`config.mk`:
```
export PLATFORM = sky130hd
export DESIGN_NAME = icache_dm
export DESIGN_NICKNAME = d
export VERILOG_FILES = /design/src/rtl/icache_dm.sv
export SDC_FILE = /design/constraint.sdc
export NUM_CORES = 2
export LEC_CHECK = 0
export CAP_MARGIN = 10
export CORE_ASPECT_RATIO = 2
export CORE_UTILIZATION = 56
export CTS_CLUSTER_SIZE = 14
export DETAILED_ROUTE_END_ITERATION = 8
export PLACE_DENSITY_LB_ADDON = 0.2
export SYNTH_ARGS = -nofsm -noshare
export SYNTH_HDL_FRONTEND = slang
export SYNTH_MEMORY_MAX_BITS = 65536
export SYNTH_SLANG_ARGS = --single-unit
```
`constraint.sdc`:
```
create_clock -name clk -period 22.5 [get_ports clk]
set_input_delay 3.375 -clock clk [delete_from_list [all_inputs] [get_ports clk]]
set_output_delay 3.375 -clock clk [all_outputs]
set_load 0.02 [all_outputs]
```
`src/rtl/icache_dm.sv`:
```
// Direct-mapped read-only instruction cache: same-cycle hits, whole-line fill on miss.
// Optional performance counters are enabled with ICACHE_PERF_EN.
module icache_dm #(
  parameter int unsigned NUM_SETS  = 16,
  parameter int unsigned LINE_BITS = 256
) (
  input  logic                 clk,
  input  logic                 rst,
  input  logic                 mem_read,
  input  logic [31:0]          mem_address,
  output logic [31:0]          mem_rdata,
  output logic                 mem_resp,
  output logic                 pmem_read,
  output logic [31:0]          pmem_address,
  input  logic [LINE_BITS-1:0] pmem_rdata,
  input  logic                 pmem_resp
`ifdef ICACHE_PERF_EN
  ,
  output logic [31:0]          perf_hit_count,
  output logic [31:0]          perf_miss_count
`endif
);

  localparam int unsigned OFF_W = 5;
  localparam int unsigned IDX_W = $clog2(NUM_SETS);
  localparam int unsigned TAG_W = 32 - OFF_W - IDX_W;

  if (LINE_BITS != 256) begin : g_bad_line_bits
    $error("icache_dm: LINE_BITS must be 256");
  end
  if ((NUM_SETS < 2) || ((NUM_SETS & (NUM_SETS - 1)) != 0)) begin : g_bad_num_sets
    $error("icache_dm: NUM_SETS must be a power of two >= 2");
  end

  typedef enum logic {
    S_IDLE = 1'b0,
    S_FILL = 1'b1
  } state_e;

  state_e                 state_q, state_d;
  logic [31:0]            fill_addr_q, fill_addr_d;
  logic [NUM_SETS-1:0]    valid_q;
  logic [TAG_W-1:0]       tag_q  [NUM_SETS];
  logic [LINE_BITS-1:0]   data_q [NUM_SETS];

  logic [IDX_W-1:0]       req_idx;
  logic [TAG_W-1:0]       req_tag;
  logic [2:0]             req_word;
  logic [IDX_W-1:0]       fill_idx;
  logic [TAG_W-1:0]       fill_tag;
  logic                   hit;
  logic                   install;
  logic                   miss_start;
  logic                   unused_addr_bits;

  assign req_idx  = mem_address[OFF_W +: IDX_W];
  assign req_tag  = mem_address[31 -: TAG_W];
  assign req_word = mem_address[4:2];
  assign fill_idx = fill_addr_q[OFF_W +: IDX_W];
  assign fill_tag = fill_addr_q[31 -: TAG_W];
  assign unused_addr_bits = ^mem_address[1:0];

  assign hit          = mem_read && valid_q[req_idx] && (tag_q[req_idx] == req_tag);
  assign pmem_address = fill_addr_q;

  // Hit check and response in IDLE; FILL holds the request until the line returns.
  always_comb begin
    state_d     = state_q;
    fill_addr_d = fill_addr_q;
    mem_resp    = 1'b0;
    mem_rdata   = 32'd0;
    pmem_read   = 1'b0;
    install     = 1'b0;
    miss_start  = 1'b0;
    case (state_q)
      S_IDLE: begin
        mem_resp = hit;
        if (hit) begin
          mem_rdata = data_q[req_idx][{req_word, 5'd0} +: 32];
        end else if (mem_read) begin
          fill_addr_d = {mem_address[31:OFF_W], 5'd0};
          state_d     = S_FILL;
          miss_start  = 1'b1;
        end
      end
      S_FILL: begin
        pmem_read = 1'b1;
        if (pmem_resp) begin
          install = 1'b1;
          state_d = S_IDLE;
        end
      end
      default: state_d = S_IDLE;
    endcase
  end

  always_ff @(posedge clk or posedge rst) begin
    if (rst) begin
      state_q     <= S_IDLE;
      fill_addr_q <= 32'd0;
      valid_q     <= '0;
    end else begin
      state_q     <= state_d;
      fill_addr_q <= fill_addr_d;
      if (install) begin
        valid_q[fill_idx] <= 1'b1;
      end
    end
  end

  // Tag and data arrays carry no reset; valid bits gate their use.
  always_ff @(posedge clk) begin
    if (install) begin
      tag_q[fill_idx]  <= fill_tag;
      data_q[fill_idx] <= pmem_rdata;
    end
  end

`ifdef ICACHE_PERF_EN
  logic [31:0] perf_hit_q;
  logic [31:0] perf_miss_q;

  always_ff @(posedge clk or posedge rst) begin
    if (rst) begin
      perf_hit_q  <= 32'd0;
      perf_miss_q <= 32'd0;
    end else begin
      if (mem_resp && (perf_hit_q != 32'hFFFF_FFFF)) begin
        perf_hit_q <= perf_hit_q + 32'd1;
      end
      if (miss_start && (perf_miss_q != 32'hFFFF_FFFF)) begin
        perf_miss_q <= perf_miss_q + 32'd1;
      end
    end
  end

  assign perf_hit_count  = perf_hit_q;
  assign perf_miss_count = perf_miss_q;
`else
  logic unused_miss_start;
  assign unused_miss_start = miss_start;
`endif

endmodule

```
== After elaboration in Yosys (flattened, before gate mapping) ==
Memory sizes are Yosys's and may differ from the RTL's.
Index checks and enable logic that the tools add are counted.
Cells by class
  add/subtract/negate cells: 0
  multiply operators: 0
  div/mod/pow operators: 0
  $lt $le $gt $ge: 3
  equality and inequality tests: 1
  shifts and indexed selects: 1
  multiplexer cells: 16
  bitwise operators: 3
  reductions and logical operators: 4
Operators with widths (count)
  $shiftx 256x9->32: 1
  $mux 32: 2
  $eq 23x23->1: 1
  $or 16x16->16: 1
  $mux 1: 11
  $lt 4x5->1 const B: 2
  $bmux 1 s4: 1
  $demux 1 s4: 1
  $ge 4x1->1 const B: 1
  $logic_and 1x1->1: 3
  $reduce_and 3->1: 1
  $not 1->1: 2
  $pmux 1 s2: 1
Word-level totals
  flip-flop bits (word level): 44
  latch bits: 0
  memory bits (writable): 4464
  memory bits (read-only): 0
  input bits: 292
  output and inout bits: 66
  word-level logic and storage cells: 33
  memories: 2
Memory list
  data_q: depth 16, bits a word 256, read ports 1, clocked after memory_dff 0, wr ports 1, line 44  | logic [LINE_BITS-1:0] data_q [NUM_SETS];
  tag_q: depth 16, bits a word 23, read ports 1, clocked after memory_dff 0, wr ports 1, line 43  | logic [TAG_W-1:0] tag_q [NUM_SETS];

== Logic depth before layout (Yosys ltp) ==
  word-level depth: 6
  gate-level depth with buffers: 15

== Worst setup path before layout ==
Ideal clock, no wire load.
  path type: input-to-reg
  from: input pmem_resp
  to: register valid_q[0]
  arrival time: 24.186 ns
  data required time: 22.322 ns
  slack: -1.864 ns
  stages: 4
  buffers on the path: 0
  path through: nand2_1 > or3_1 > nor3_1 > or2_2
Between the ends
  word-level cells in the longest chain between the ends: 2
RTL lines
  from (decl): line 16  | input logic pmem_resp
  $mux 1: line 88  | if (pmem_resp) begin
  $mux 1: line 75  | case (state_q)
  to (signal assigned): line 101  | valid_q <= '0;
  to (signal, indexed assignment): line 106  | valid_q[fill_idx] <= 1'b1;
  to (decl): line 42  | logic [NUM_SETS-1:0] valid_q;
No other way between the ends.
A chain may end at the register's enable or synchronous reset.

== Worst setup path in the final report ==
  from: input mem_address[6]
  to: output mem_rdata[29]
Between the ends
  word-level cells in the longest chain between the ends: 6
  elaborated cells between the ends (all ways): 10
  those cells by class: eq/ne: 1; shift: 1; mux: 4; reduce/logical: 2; memory: 2
RTL lines
  from (decl): line 10  | input logic [31:0] mem_address,
  parallel branches: the longest is 4 deep, another holds $mem_v2 16x256
  $mux 32 (*): line 78  | if (hit) begin
  $mux 32 (*): line 75
  to (decl): line 11  | output logic [31:0] mem_rdata,
Mark *: on every way between the ends. The select of a mux whose other input is x is not followed.

==> flow_results.xml <==
<?xml version="1.0" encoding="UTF-8"?>
<metrics>
  <group name="outcome">
    <metric name="run_status" unit="">finished clean</metric>
  </group>
  <group name="logic_synthesis">
    <metric name="synthesized_area" unit="µm²">171700</metric>
    <metric name="yosysWarningCount" unit="">0</metric>
    <metric name="asyncSetResetFlopFracSynth" unit="">0.009760</metric>
    <metric name="ys_seq_area_frac" unit="">0.7872</metric>
    <metric name="yosys_register_bits" unit="">4508</metric>
    <metric name="netlist_instances" unit="">6634</metric>
    <metric name="synth_edf_count" unit="">4464</metric>
    <metric name="postSynth.topFlopCell" unit="">sky130_fd_sc_hd__edfxtp_1</metric>
    <metric name="synthDistinctLibCells" unit="">57</metric>
    <metric name="syn_avg_cell_area" unit="µm²">25.88</metric>
  </group>
  <group name="timing">
    <metric name="setup_viol" unit="">0</metric>
    <metric name="post-route-min-period" unit="ns">13.36</metric>
    <metric name="finalSetupTns" unit="ns">0</metric>
    <metric name="hold_violations" unit="">0</metric>
    <metric name="slew_headroom" unit="">0.1547</metric>
    <metric name="fin_skew" unit="ns">0.03590</metric>
    <metric name="whs" unit="ns">0.4662</metric>
    <metric name="fmax" unit="MHz">74.87</metric>
    <metric name="worst_pin_slew" unit="ns">1.268</metric>
    <metric name="post-route-period-util" unit="">0.5936</metric>
    <metric name="maxSlewViolCount" unit="">0</metric>
    <metric name="grt_setup_unrepaired" unit="">no</metric>
  </group>
  <group name="critical_path">
    <metric name="start_kind" unit="">input port</metric>
    <metric name="cp_max_fanout" unit="">136</metric>
    <metric name="crit_end_element" unit="">primary output</metric>
    <metric name="critical_path_class" unit="">input port to primary output</metric>
    <metric name="crit_required" unit="ns">19.12</metric>
    <metric name="cp.arrival" unit="ns">9.98</metric>
  </group>
  <group name="final_layout">
    <metric name="flow.area_growth_from_synthesis" unit="%">11.57</metric>
    <metric name="final_cell_area" unit="µm²">191500</metric>
    <metric name="layout_common_cells" unit="">sky130_fd_sc_hd__edfxtp_1 (4464), sky130_fd_sc_hd__mux4_2 (1423), sky130_fd_sc_hd__clkbuf_16 (392), sky130_fd_sc_hd__clkdlybuf4s50_1 (343), sky130_fd_sc_hd__buf_4 (131)</metric>
    <metric name="layout_commonest_cell" unit="">sky130_fd_sc_hd__edfxtp_1</metric>
    <metric name="post_route_cells_drive_above_1_share" unit="">0.2829</metric>
    <metric name="design.final.nets" unit="">7474</metric>
  </group>
  <group name="placed_design">
    <metric name="post_dp_cell_area" unit="µm²">180100</metric>
    <metric name="port_buffers" unit="">350</metric>
    <metric name="dp_hpwl" unit="µm">241000</metric>
    <metric name="finalWeightedCongestion" unit="">0.7965</metric>
  </group>
  <group name="power_and_ir_drop">
    <metric name="static-leakage-power" unit="nW">58.70</metric>
    <metric name="vdd_drop_max" unit="mV">0.07610</metric>
    <metric name="cellPowerDensity" unit="nW/µm²">88.10</metric>
  </group>
  <group name="route">
    <metric name="vias" unit="">76520</metric>
    <metric name="drcViolationCount" unit="">0</metric>
    <metric name="detailed_routing_iteration_count_for_the_pre_antenna_repair_pass" unit="">5</metric>
    <metric name="routed_via_density" unit="">6.618</metric>
    <metric name="iter_0_drt_violations" unit="">7880</metric>
    <metric name="drtAntennaViolNets" unit="">0</metric>
    <metric name="routed_wl" unit="µm">428700</metric>
    <metric name="wire_per_inst" unit="µm">37.08</metric>
  </group>
  <group name="clocking">
    <metric name="cts_setup_buffers" unit="">0</metric>
    <metric name="ctsResizeCount" unit="">0</metric>
    <metric name="cts.sink_count" unit="">4508</metric>
    <metric name="cts_buffers" unit="">386</metric>
    <metric name="cts_root_buf" unit="">sky130_fd_sc_hd__clkbuf_16</metric>
    <metric name="cts-root-to-sink-buffers" unit="">4</metric>
    <metric name="worst_skew_late_latency" unit="ns">0.95</metric>
    <metric name="clk_transition_reported_paths" unit="ns">0.06</metric>
    <metric name="tritoncts_clock_tree" unit="">done</metric>
    <metric name="cts_htree_levels" unit="">5</metric>
    <metric name="cts-hold-fix-buffers" unit="">0</metric>
  </group>
  <group name="grt">
    <metric name="grt_overflow_total" unit="">0</metric>
    <metric name="combined_global_route_utilization_of_all_metal_layers" unit="">0.2812</metric>
    <metric name="initial_antenna_violation_count" unit="">117</metric>
    <metric name="grt_start_max_net_pins" unit="">145</metric>
    <metric name="number_of_global_route_vias_before_repair" unit="">80650</metric>
    <metric name="global_route_wire_length_before_repair" unit="µm">606100</metric>
  </group>
  <group name="floorplan">
    <metric name="floorplan.initialDensity" unit="">0.5625</metric>
    <metric name="die_span_in_x" unit="µm">393.5</metric>
    <metric name="dieArea" unit="µm²">308900</metric>
    <metric name="die_y" unit="µm">785.0</metric>
    <metric name="io-pin-count" unit="">358</metric>
    <metric name="num_rows" unit="">287</metric>
    <metric name="design.core.area" unit="µm²">305200</metric>
  </group>
  <group name="hold_path">
    <metric name="worstHoldPathType" unit="">register to register</metric>
  </group>
  <group name="job">
    <metric name="max-cap-violations" unit="">0</metric>
  </group>
</metrics>
==> where the power goes <==
part	switching (mW)	internal [mW]
Combinational	0.676	0.457
Clock	2.85	3.31
Sequential	0.0939	9.49
Total	3.62	13.3
==> synth_stat cells (13+ instances only) <==
cell | count | area (µm²)
sky130_fd_sc_hd__buf_1 | 69 | 259.0
sky130_fd_sc_hd__buf_4 | 26 | 195.2
sky130_fd_sc_hd__mux4_2 | 1423 | 32050
sky130_fd_sc_hd__buf_2 | 114 | 570.6
sky130_fd_sc_hd__or2_2 | 16 | 100.1
sky130_fd_sc_hd__edfxtp_1 | 4464 | 134000
sky130_fd_sc_hd__nor2_1 | 61 | 229.0
sky130_fd_sc_hd__mux2i_1 | 98 | 980.9
sky130_fd_sc_hd__mux2_2 | 13 | 146.4
sky130_fd_sc_hd__buf_6 | 22 | 247.7
sky130_fd_sc_hd__nand2_1 | 14 | 52.55
sky130_fd_sc_hd__mux2_4 | 19 | 285.3
sky130_fd_sc_hd__dfrtp_1 | 44 | 1101
sky130_fd_sc_hd__clkbuf_1 | 116 | 435.4
sky130_fd_sc_hd__xnor2_1 | 24 | 210.2
sky130_fd_sc_hd__a22oi_1 | 15 | 112.6
==> stage by stage <==
stage	util	std cells	setup WS, ns	total power, mW
after global placement	0.5902	10840	9.181	10.87
final	0.6275	11560	9.143	16.88
after detailed placement	0.5902	10840	9.163	10.92
after floorplan	-	6638	5.869	10.43
after global routing	0.6271	11520	9.026	17.30
after CTS	0.6265	11440	9.178	16.99
==> logic make-up after synthesis <==
family                    after synthesis  synth area share
buffers and inverters                 357           0.01017
xor gates and xnor gates               31          0.001581
other                                   1        0.00002184
DFF                                  4508            0.7872
muxes                                1553            0.1949
and+or+nand+nor                       136          0.003958
AOI/OAI and AO/OA                      48          0.002157
==> path summary, 6_finish.rpt <==
path,startpoint,to,slack (ns),cells after the start
worst min register to register,valid_q[15],valid_q[15],0.47,1
worst max-delay path,mem_address[6],mem_rdata[29],9.14,11
min in group asynchronous,rst,pmem_address[20],2.94,3
worst max register to register,pmem_address[7],data_q[5][36],16.78,7
worst min-delay path,valid_q[15],valid_q[15],0.47,1
max in group asynchronous,rst,pmem_address[23],19.09,3
==> layout make-up <==
type | instances | area [µm²]
Fill cell | 20080 | 113700
Clock buffer | 504 | 10290
Multi-Input combinational cell | 1773 | 34940
Inverter | 10 | 45.04
Sequential cell | 4508 | 135200
Timing Repair Buffer | 503 | 4956
Tap cell | 4046 | 5062
Antenna cell | 123 | 307.8
Clock inverter | 96 | 795.8
==> per-layer routing <==
| layer | routed length (µm) | track usage |
|---|---|---|
| met1 | 154400 | 0.3653 |
| met2 | 225000 | 0.4815 |
| met3 | 33850 | 0.04960 |
| met4 | 14890 | 0.09992 |
| met5 | 558 | 0 |
==> flip-flops by register name (all words and copies together), names as in the netlist <==
name,count
data_q,4096
tag_q,368
pmem_address,27
valid_q,16
state_q,1
==> worst max-delay path, stage by stage <==
cell                              delay (ns)
sky130_fd_sc_hd__buf_8                  0.48
sky130_fd_sc_hd__buf_4                  0.72
sky130_fd_sc_hd__buf_4                  0.79
sky130_fd_sc_hd__buf_12                 0.45
sky130_fd_sc_hd__buf_12                 0.66
sky130_fd_sc_hd__mux4_2                 0.43
sky130_fd_sc_hd__mux4_2                 0.60
sky130_fd_sc_hd__mux4_2                 0.48
sky130_fd_sc_hd__mux2i_1                0.57
sky130_fd_sc_hd__nor2_1                 0.11
sky130_fd_sc_hd__clkdlybuf4s50_1        0.58
Power figures use the tool's default switching activity.
